--- config.mk ---
export PLATFORM = sky130hd
export DESIGN_NAME = stage1_arb
export DESIGN_NICKNAME = d
export VERILOG_FILES = /design/src/rtl/stage1_arb.sv
export SDC_FILE = /design/constraint.sdc
export NUM_CORES = 1
export LEC_CHECK = 0
export ABC_AREA = 1
export CAP_MARGIN = 25
export CORE_MARGIN = 2
export CORE_UTILIZATION = 50
export CTS_BUF_LIST = sky130_fd_sc_hd__clkbuf_4 sky130_fd_sc_hd__clkbuf_8
export DETAILED_ROUTE_END_ITERATION = 6
export GPL_TIMING_DRIVEN = 0
export PLACE_DENSITY = 0.9
export SLEW_MARGIN = 25
export SYNTH_ARGS = -nofsm -noshare
export SYNTH_HDL_FRONTEND = slang
export SYNTH_SLANG_ARGS = --single-unit
--- constraint.sdc ---
create_clock -name clk -period 5.5 [get_ports clk]
set_input_delay 1.375 -clock clk [delete_from_list [all_inputs] [get_ports clk]]
set_output_delay 1.375 -clock clk [all_outputs]
set_load 0.005 [all_outputs]
--- src/rtl/stage1_arb.sv ---
// stage1_arb: round-robin front end for one shared stage1 datapath.
//
// N_REQ requesters compete for a single datapath input (dp_A). The winner's
// target is registered onto dp_A; a {valid, id} tag follows it through a
// LAT-deep shadow pipeline, so the datapath results (dp_C/dp_Csgn/dp_nxttgt)
// can be captured, labelled and queued in a result FIFO. A credit counter
// sized to the FIFO stops grants before anything in flight could overflow it.
//
// Ports
//   clk                  rising-edge clock
//   rst_n                synchronous reset, ACTIVE HIGH despite the name
//   enable               permits new grants
//   req_valid[N_REQ]     per-requester sample valid
//   req_data[32*N_REQ]   per-requester target, slice i = [32i+31:32i]
//   req_ready[N_REQ]     one-hot grant (combinational)
//   dp_A[32]             registered target to the datapath
//   dp_C/dp_Csgn/dp_nxttgt  datapath results, LAT clocks after dp_A
//   res_valid/res_ready  result handshake
//   res_id/res_C/res_Csgn/res_nxttgt  FIFO head payload
//   busy                 any sample in flight or any result queued
module stage1_arb #(
  parameter int N_REQ      = 4,
  parameter int LAT        = 3,
  parameter int FIFO_DEPTH = 4
) (
  input  logic                       clk,
  input  logic                       rst_n,
  input  logic                       enable,
  input  logic [N_REQ-1:0]           req_valid,
  input  logic [32*N_REQ-1:0]        req_data,
  output logic [N_REQ-1:0]           req_ready,
  output logic [31:0]                dp_A,
  input  logic [15:0]                dp_C,
  input  logic                       dp_Csgn,
  input  logic [31:0]                dp_nxttgt,
  output logic                       res_valid,
  input  logic                       res_ready,
  output logic [$clog2(N_REQ)-1:0]   res_id,
  output logic [15:0]                res_C,
  output logic                       res_Csgn,
  output logic [31:0]                res_nxttgt,
  output logic                       busy
);

  localparam int IDW = $clog2(N_REQ);
  localparam int PW  = $clog2(FIFO_DEPTH);
  localparam int CW  = $clog2(FIFO_DEPTH + 1);
  localparam int EW  = IDW + 16 + 1 + 32;

  // arbitration state
  logic [IDW-1:0]   r_last;
  logic [CW-1:0]    r_credit;
  logic [N_REQ-1:0] w_grant;
  logic [IDW-1:0]   w_gnt_id;
  logic [IDW-1:0]   w_idx;
  logic             w_found;
  logic             w_can_grant;
  logic             w_acc;

  // dp_A stage and tag pipeline
  logic             r_a_vld;
  logic [IDW-1:0]   r_a_id;
  logic [31:0]      r_dp_A;
  logic [LAT-1:0]   r_tag_vld;
  logic [IDW-1:0]   r_tag_id [LAT];

  // result FIFO
  logic [EW-1:0]    r_mem [FIFO_DEPTH];
  logic [PW:0]      r_wp;
  logic [PW:0]      r_rp;
  logic             w_empty;
  logic             w_wr;
  logic             w_pop;
  logic [EW-1:0]    w_wdata;
  logic [EW-1:0]    w_head;

  // ---------------------------------------------------------------------------
  // Round-robin grant: scan from (r_last+1) mod N_REQ, first valid wins.
  // ---------------------------------------------------------------------------
  assign w_can_grant = enable && !rst_n && (r_credit != '0);

  always_comb begin
    w_grant  = '0;
    w_gnt_id = '0;
    w_found  = 1'b0;
    w_idx    = '0;
    for (int unsigned k = 0; k < N_REQ; k++) begin
      w_idx = IDW'((32'(r_last) + 32'd1 + k) % N_REQ);
      if (!w_found && req_valid[w_idx]) begin
        w_found  = 1'b1;
        w_gnt_id = w_idx;
      end
    end
    if (w_found && w_can_grant) begin
      w_grant[w_gnt_id] = 1'b1;
    end
  end

  assign req_ready = w_grant;
  // A grant only ever goes to a valid requester, so any grant is an acceptance.
  assign w_acc     = |(req_valid & w_grant);

  always_ff @(posedge clk) begin
    if (rst_n) begin
      r_last  <= IDW'(N_REQ - 1);
      r_a_vld <= 1'b0;
      r_a_id  <= '0;
      r_dp_A  <= '0;
    end else begin
      r_a_vld <= w_acc;
      if (w_acc) begin
        r_last <= w_gnt_id;
        r_a_id <= w_gnt_id;
        r_dp_A <= req_data[32*w_gnt_id +: 32];
      end
    end
  end

  assign dp_A = r_dp_A;

  // ---------------------------------------------------------------------------
  // Tag pipeline: entry LAT-1 lines up with the datapath result for the
  // dp_A value presented LAT clocks earlier.
  // ---------------------------------------------------------------------------
  always_ff @(posedge clk) begin
    if (rst_n) begin
      r_tag_vld <= '0;
      for (int unsigned k = 0; k < LAT; k++) begin
        r_tag_id[k] <= '0;
      end
    end else begin
      r_tag_vld[0] <= r_a_vld;
      r_tag_id[0]  <= r_a_id;
      for (int unsigned k = 1; k < LAT; k++) begin
        r_tag_vld[k] <= r_tag_vld[k-1];
        r_tag_id[k]  <= r_tag_id[k-1];
      end
    end
  end

  // ---------------------------------------------------------------------------
  // Result FIFO. The credit counter guarantees a free slot for every tagged
  // sample, so the write side needs no full check.
  // ---------------------------------------------------------------------------
  assign w_wr    = r_tag_vld[LAT-1];
  assign w_wdata = {r_tag_id[LAT-1], dp_C, dp_Csgn, dp_nxttgt};
  assign w_empty = (r_wp == r_rp);
  assign w_pop   = res_valid && res_ready;
  assign w_head  = r_mem[r_rp[PW-1:0]];

  always_ff @(posedge clk) begin
    if (w_wr && !rst_n) begin
      r_mem[r_wp[PW-1:0]] <= w_wdata;
    end
  end

  always_ff @(posedge clk) begin
    if (rst_n) begin
      r_wp <= '0;
      r_rp <= '0;
    end else begin
      if (w_wr) begin
        r_wp <= r_wp + (PW+1)'(1);
      end
      if (w_pop) begin
        r_rp <= r_rp + (PW+1)'(1);
      end
    end
  end

  // ---------------------------------------------------------------------------
  // Credits: one per FIFO slot, held from acceptance until the result pops.
  // ---------------------------------------------------------------------------
  always_ff @(posedge clk) begin
    if (rst_n) begin
      r_credit <= CW'(FIFO_DEPTH);
    end else if (w_acc && !w_pop) begin
      r_credit <= r_credit - CW'(1);
    end else if (!w_acc && w_pop) begin
      r_credit <= r_credit + CW'(1);
    end
  end

  // Outputs are forced quiet during reset; payload is zero whenever no
  // result is offered.
  assign res_valid = !rst_n && !w_empty;
  assign {res_id, res_C, res_Csgn, res_nxttgt} = res_valid ? w_head : '0;
  assign busy = !rst_n && ((|r_tag_vld) || r_a_vld || !w_empty);

endmodule
Word level (Yosys, flattened, before mapping)
Memory sizes are Yosys's and may differ from the RTL's. A register that Yosys moved wholly into a read port is not among the register bits. Cells that the tools add are included.

Add/sub/neg operators: 8. Order comparisons: 6. Eq/ne operators: 1. Shift operators: 1. Muxes and demuxes: 32. Bitwise logic cells: 4. Reduce and logical (&&, ||, !) cells: 26.

Operators with widths (count): indexed part select 128 x 8 -> 32 bit (1); 2-to-1 mux 51 bit (1); 2-to-1 mux 2 bit (9); less-than comparator 2 x 3 -> 1 bit, second input constant (5); 2-to-1 mux 1 bit (14); logical AND 1 bit (13); adder 3 x 1 -> 3 bit, second input constant (3); binary-select mux 1 bit (select 2 bit) (4); logical NOT 1 bit (7); 2-to-1 mux 3 bit (2); adder 2 x 1 -> 2 bit, second input constant (2); adder 2 bit, second input constant (2); AND 4 bit (1); 2-to-1 mux 4 bit (1); OR reduction 4 bit (1); equality test 3 bit (1); OR 1 bit (3); nonzero test 3 bit (1); OR reduction 3 bit (1); subtractor 3 x 1 -> 3 bit, second input constant (1); demux 1 bit (select 2 bit) (1); >= comparator 2 x 1 -> 1 bit, second input constant (1); logical OR 1 bit (2); nonzero test 2 bit (1).

Flip-flop bits (word level): 49. RAM bits: 210. Input port bits: 185. Output and inout port bits: 89. Logic and storage cells: 88. Memories: 2.

Memory list: r_mem (words 4, bits a word 51, rd ports 1, clocked after memory_dff 1, write ports 1, line 68) `logic [EW-1:0] r_mem [FIFO_DEPTH];`; r_tag_id (words 3, bits a word 2, rd ports 3, clocked after memory_dff 0, write ports 3, line 65) `logic [IDW-1:0] r_tag_id [LAT];`.

Depth between registers and ports, before layout
Depth in word-level cells: 24. Gate-level depth with buffers: 20.

Worst setup path before layout
No wires, ideal clock.

Path kind: input-to-reg. Start point: input port rst_n. End point: memory r_mem[3][0] (netlist name) (enable). Setup time: 460 ps. Arrival time: 3946 ps. Data required time: 5040 ps. Slack: 1094 ps. Stages: 3. Path buffers: 2. Path through: clkbuf_1 > buf_1 > nor2_1.

Word-level cells in the longest chain between the ends: 4.

RTL lines: start, declared (line 27) `input logic rst_n,`; logical NOT 1 bit (line 152) `if (w_wr && !rst_n) begin`; logical AND 1 bit (line 152); 2-to-1 mux 1 bit (line 152); 2-to-1 mux 1 bit (not written as such) (line 153) `r_mem[r_wp[PW-1:0]] <= w_wdata;`; end, declared (line 68).

Every way passes these cells.

Worst setup path in the final report
Start point: input port rst_n. End point: output port busy.

Word-level cells in the longest chain between the ends: 2.

RTL lines: logical NOT 1 bit (line 188) `assign busy = !rst_n && ((|r_tag_vld) || r_a_vld || !w_empty);`; logical AND 1 bit (line 188); end, declared (line 42) `output logic busy`.

Every way passes these cells.

==> flow_metrics.env <==
export IMPL_drtPass1Iterations=7
export IMPL_avgViaCountPerCell=5.29
export IMPL_dp_hpwl_mm=25.0
export IMPL_tightest_slew_ns=0.702
export IMPL_ir_drop_v=0.000170
export IMPL_die_w_um=159
export IMPL_final_setup_skew_ns=0.0286
export IMPL_yosysUniqueCellTypes=36
export IMPL_cts_root_buf="clkbuf_8"
export IMPL_min_period_ns=5.25
export IMPL_cts_made_buffers=41
export IMPL_slowest_stage="clkdlybuf4s50_1"
export IMPL_clk_pin_slew_worst_paths_ns=0.06
export IMPL_swShare_pct=27.3
export IMPL_multi_input_area_um2=4090
export IMPL_rsz0062_at_grt="no"
export IMPL_final_util_pct=69.4
export IMPL_path_max_fanout=10
export IMPL_cap_violations=0
export IMPL_crit_type="in2out"
export IMPL_area_delta_synth_final_pct=35.5
export IMPL_drc_errors=0
export IMPL_layout_worst_path_cycle_share_pct=95.5
export IMPL_vias=10300
export IMPL_power_switching_mw=1.35
export IMPL_slowest_delay_ns=0.59
export IMPL_ys_seq_area_share_pct=60.1
export IMPL_crit_cells=6
export IMPL_netlist_area_um2=12100
export IMPL_cts_tree="built"
export IMPL_crit_arrival_ns=3.88
export IMPL_crit_path_start="rst_n"
export IMPL_fin_ws_ns=0.246
export IMPL_syn_area_per_cell_um2=9.44
export IMPL_p_leak_nw=6.41
export IMPL_dieArea_um2=25400
export IMPL_p_seq_share_pct=44.2
export IMPL_pre_cts_ws_ns=0.122
export IMPL_syn_nets=1473
export IMPL_num_io_pins=274
export IMPL_crit_path_end_kind="output pin"
export IMPL_numPortBuffers=273
export IMPL_grt_pass1_vias=10300
export IMPL_final_hold_viol_count=0
export IMPL_synth_ff_latch_count=261
export IMPL_min_path_type="reg2reg"
export IMPL_htreeDepth=2
export IMPL_seq_area_um2=7270
export IMPL_rows=56
export IMPL_cp_buffers_inverters=4
export IMPL_max_clock_path_buffers=3
export IMPL_placed_area_um2=15500
export IMPL_slew_violations=0
export IMPL_crit_end="busy"
export IMPL_fmax_mhz=190
export IMPL_pwr_share_clk_pct=34.7
export IMPL_grt_first_pass_wirelength_mm=53.2
export IMPL_worstHoldStart="r_tag_id[0][0]"
export IMPL_cpLargestDelayFamily="buffers and inverters"
export IMPL_holdWs_ns=0.404
export IMPL_crit_top_cell="clkdlybuf4s50_1"
export IMPL_start_util_pct=51.2
export IMPL_gp_congestion=0.940
export IMPL_slew_headroom_pct=53.1
export IMPL_worstSkewPairLatency_ns=0.56
export IMPL_grt_ovfl_total=0
export IMPL_crit_path_cell_trace="clkdlybuf4s50_1 > clkinv_1 > nand2_2 > clkbuf_1 > o21ai_0 > clkdlybuf4s50_1"
export IMPL_finalPower_mw=4.96
export IMPL_cp_data_required_time_ns=4.12
export IMPL_comb_power_share_pct=21.1
export IMPL_r2r_slack_ns=2.61
export IMPL_avgRoutedWirePerCell_um=17.7
export IMPL_grtUsageTotal_pct=26.5
export IMPL_first_iter_violations=953
export IMPL_finalSetupViolations=0
export IMPL_antenna_found_initial=0
export IMPL_fillers=1739
export IMPL_grt_max_degree=23
export IMPL_r2r_start="r_last[1]"
export IMPL_core_area_um2=23600
export IMPL_crit_path_start_kind="input pin"
export IMPL_num_antenna_cells=0
export IMPL_finalSetupTns_ns=0
export IMPL_dp_cells=1883
export IMPL_cellPowerDensity_nw_per_um2=303
export IMPL_stdcell_count=1957
export IMPL_synth_cells=1281
export IMPL_postRouteAntennaNets=0
export IMPL_final_nets=1799
export IMPL_r2r_worst_path_cells=18
export IMPL_internal_power_mw=3.61
export IMPL_status="complete, no violations"
export IMPL_r2r_end="r_credit[2]"
export IMPL_drt_total_wl_mm=34.6
export IMPL_drive_gt1_share_pct=12.1
export IMPL_yosys_warnings=0
export IMPL_post_cts_setup_buffer_count=0
export IMPL_die_h_um=159
export IMPL_clock_sinks=261
export IMPL_finalInstanceArea_um2=16400
==> worst min-delay path, stage by stage (launching register included) <==
cell     delay [ns]
dfxtp_1        0.29
inv_1          0.04
nor2_1         0.03
==> power by group through the flow <==
stage	clock network [mW]	registers [mW]	logic, mW
floorplan	0	2.23	0.641
global placement	0	2.23	1.02
detailed placement	0	2.23	1.04
CTS	1.74	2.19	1.05
global route	1.83	2.19	1.14
finish	1.72	2.19	1.05
==> cells in the mapped netlist, drive strengths merged <==
| cell | number | area, um^2 |
|---|---|---|
| nor4 | 1 | 6.26 |
| nand4 | 2 | 42.5 |
| xnor2 | 4 | 35.0 |
| nor2 | 297 | 1160 |
| a21oi | 57 | 285 |
| inv | 69 | 264 |
| clkbuf | 36 | 135 |
| dfxtp | 57 | 1140 |
| xor2 | 1 | 8.76 |
| o21ai | 109 | 557 |
| ha | 6 | 75.1 |
| o211ai | 2 | 20.0 |
| nor3 | 4 | 20.0 |
| clkinv | 2 | 7.51 |
| nand3 | 111 | 673 |
| nand3b | 1 | 11.3 |
| edfxtp | 204 | 6130 |
| nand2 | 275 | 1150 |
| buf | 42 | 353 |
| fa | 1 | 20.0 |
==> worst min-delay path by stage <==
stage	end	depth (start not counted)	slack (ns)
final	r_tag_id[0][2]	2	0.40
after global routing	r_tag_id[0][4]	2	0.42
after CTS	r_tag_id[0][3]	2	0.41
after detailed placement	r_tag_id[0][3]	2	0.40
after global placement	r_tag_id[0][2]	2	0.40
after floorplan	r_tag_id[0][2]	2	0.39
==> area by class of cell <==
cell class / count / share of cell area, %
multi-input cells: 871 / 25.0
well taps: 319 / 2.44
clock buffers: 63 / 4.65
inverters: 71 / 1.66
clock inverters: 11 / 0.665
repair buffers: 283 / 18.2
flip-flops and latches: 261 / 44.4
plain buffers: 78 / 2.98
==> layer usage <==
layer | share of wire [%] | routed length, um | GRT usage (%) | vias to the layer above
li1 | - | - | - | 4908
met1 | 36 | 12400 | 30.3 | 4752
met2 | 51 | 17700 | 47.8 | 599
met3 | 9.8 | 3380 | 6.07 | 88
met4 | 3.2 | 1110 | 10.6 | 0
met5 | 0 | 0 | 0 | -
==> cells in the final DEF, fill, tap and decap left out, types with 36 or more instances in the layout <==
cell type / n
a21oi_1: 57
nand3_1: 89
clkdlybuf4s50_1: 273
inv_1: 61
clkbuf_1: 36
nand2_2: 38
edfxtp_1: 204
nor2_1: 288
clkbuf_8: 46
nand2_1: 234
o21ai_0: 108
dfxtp_1: 57
==> registers in the layout, indices dropped and copies added, names as in the netlist, named ones only <==
signal and cells:
r_mem 204, dp_A 32, r_tag_id 6, r_credit 3, r_rp 3, r_tag_vld 3, r_wp 3, r_a_id 2
r_last 2, r_a_vld 1
==> logic make-up (layout without fill, tap and decap cells) <==
| family | after synthesis | after routing | share of synthesized area [%] |
|---|---|---|---|
| simple gates | 691 | 691 | 25.3 |
| compound gates | 168 | 168 | 7.13 |
| fa+ha+maj | 7 | 7 | 0.787 |
| buf+inv | 149 | 506 | 6.28 |
| flops | 261 | 261 | 60.1 |
| xor+xnor | 5 | 5 | 0.362 |
==> timing repair <==
| action | CTS | global route |
|---|---|---|
| hold buffers | 0 | 0 |
| setup endpoints to repair | 0 | 1 |
| resized for setup | 0 | 1 |
(Power assumes the default switching activity.)
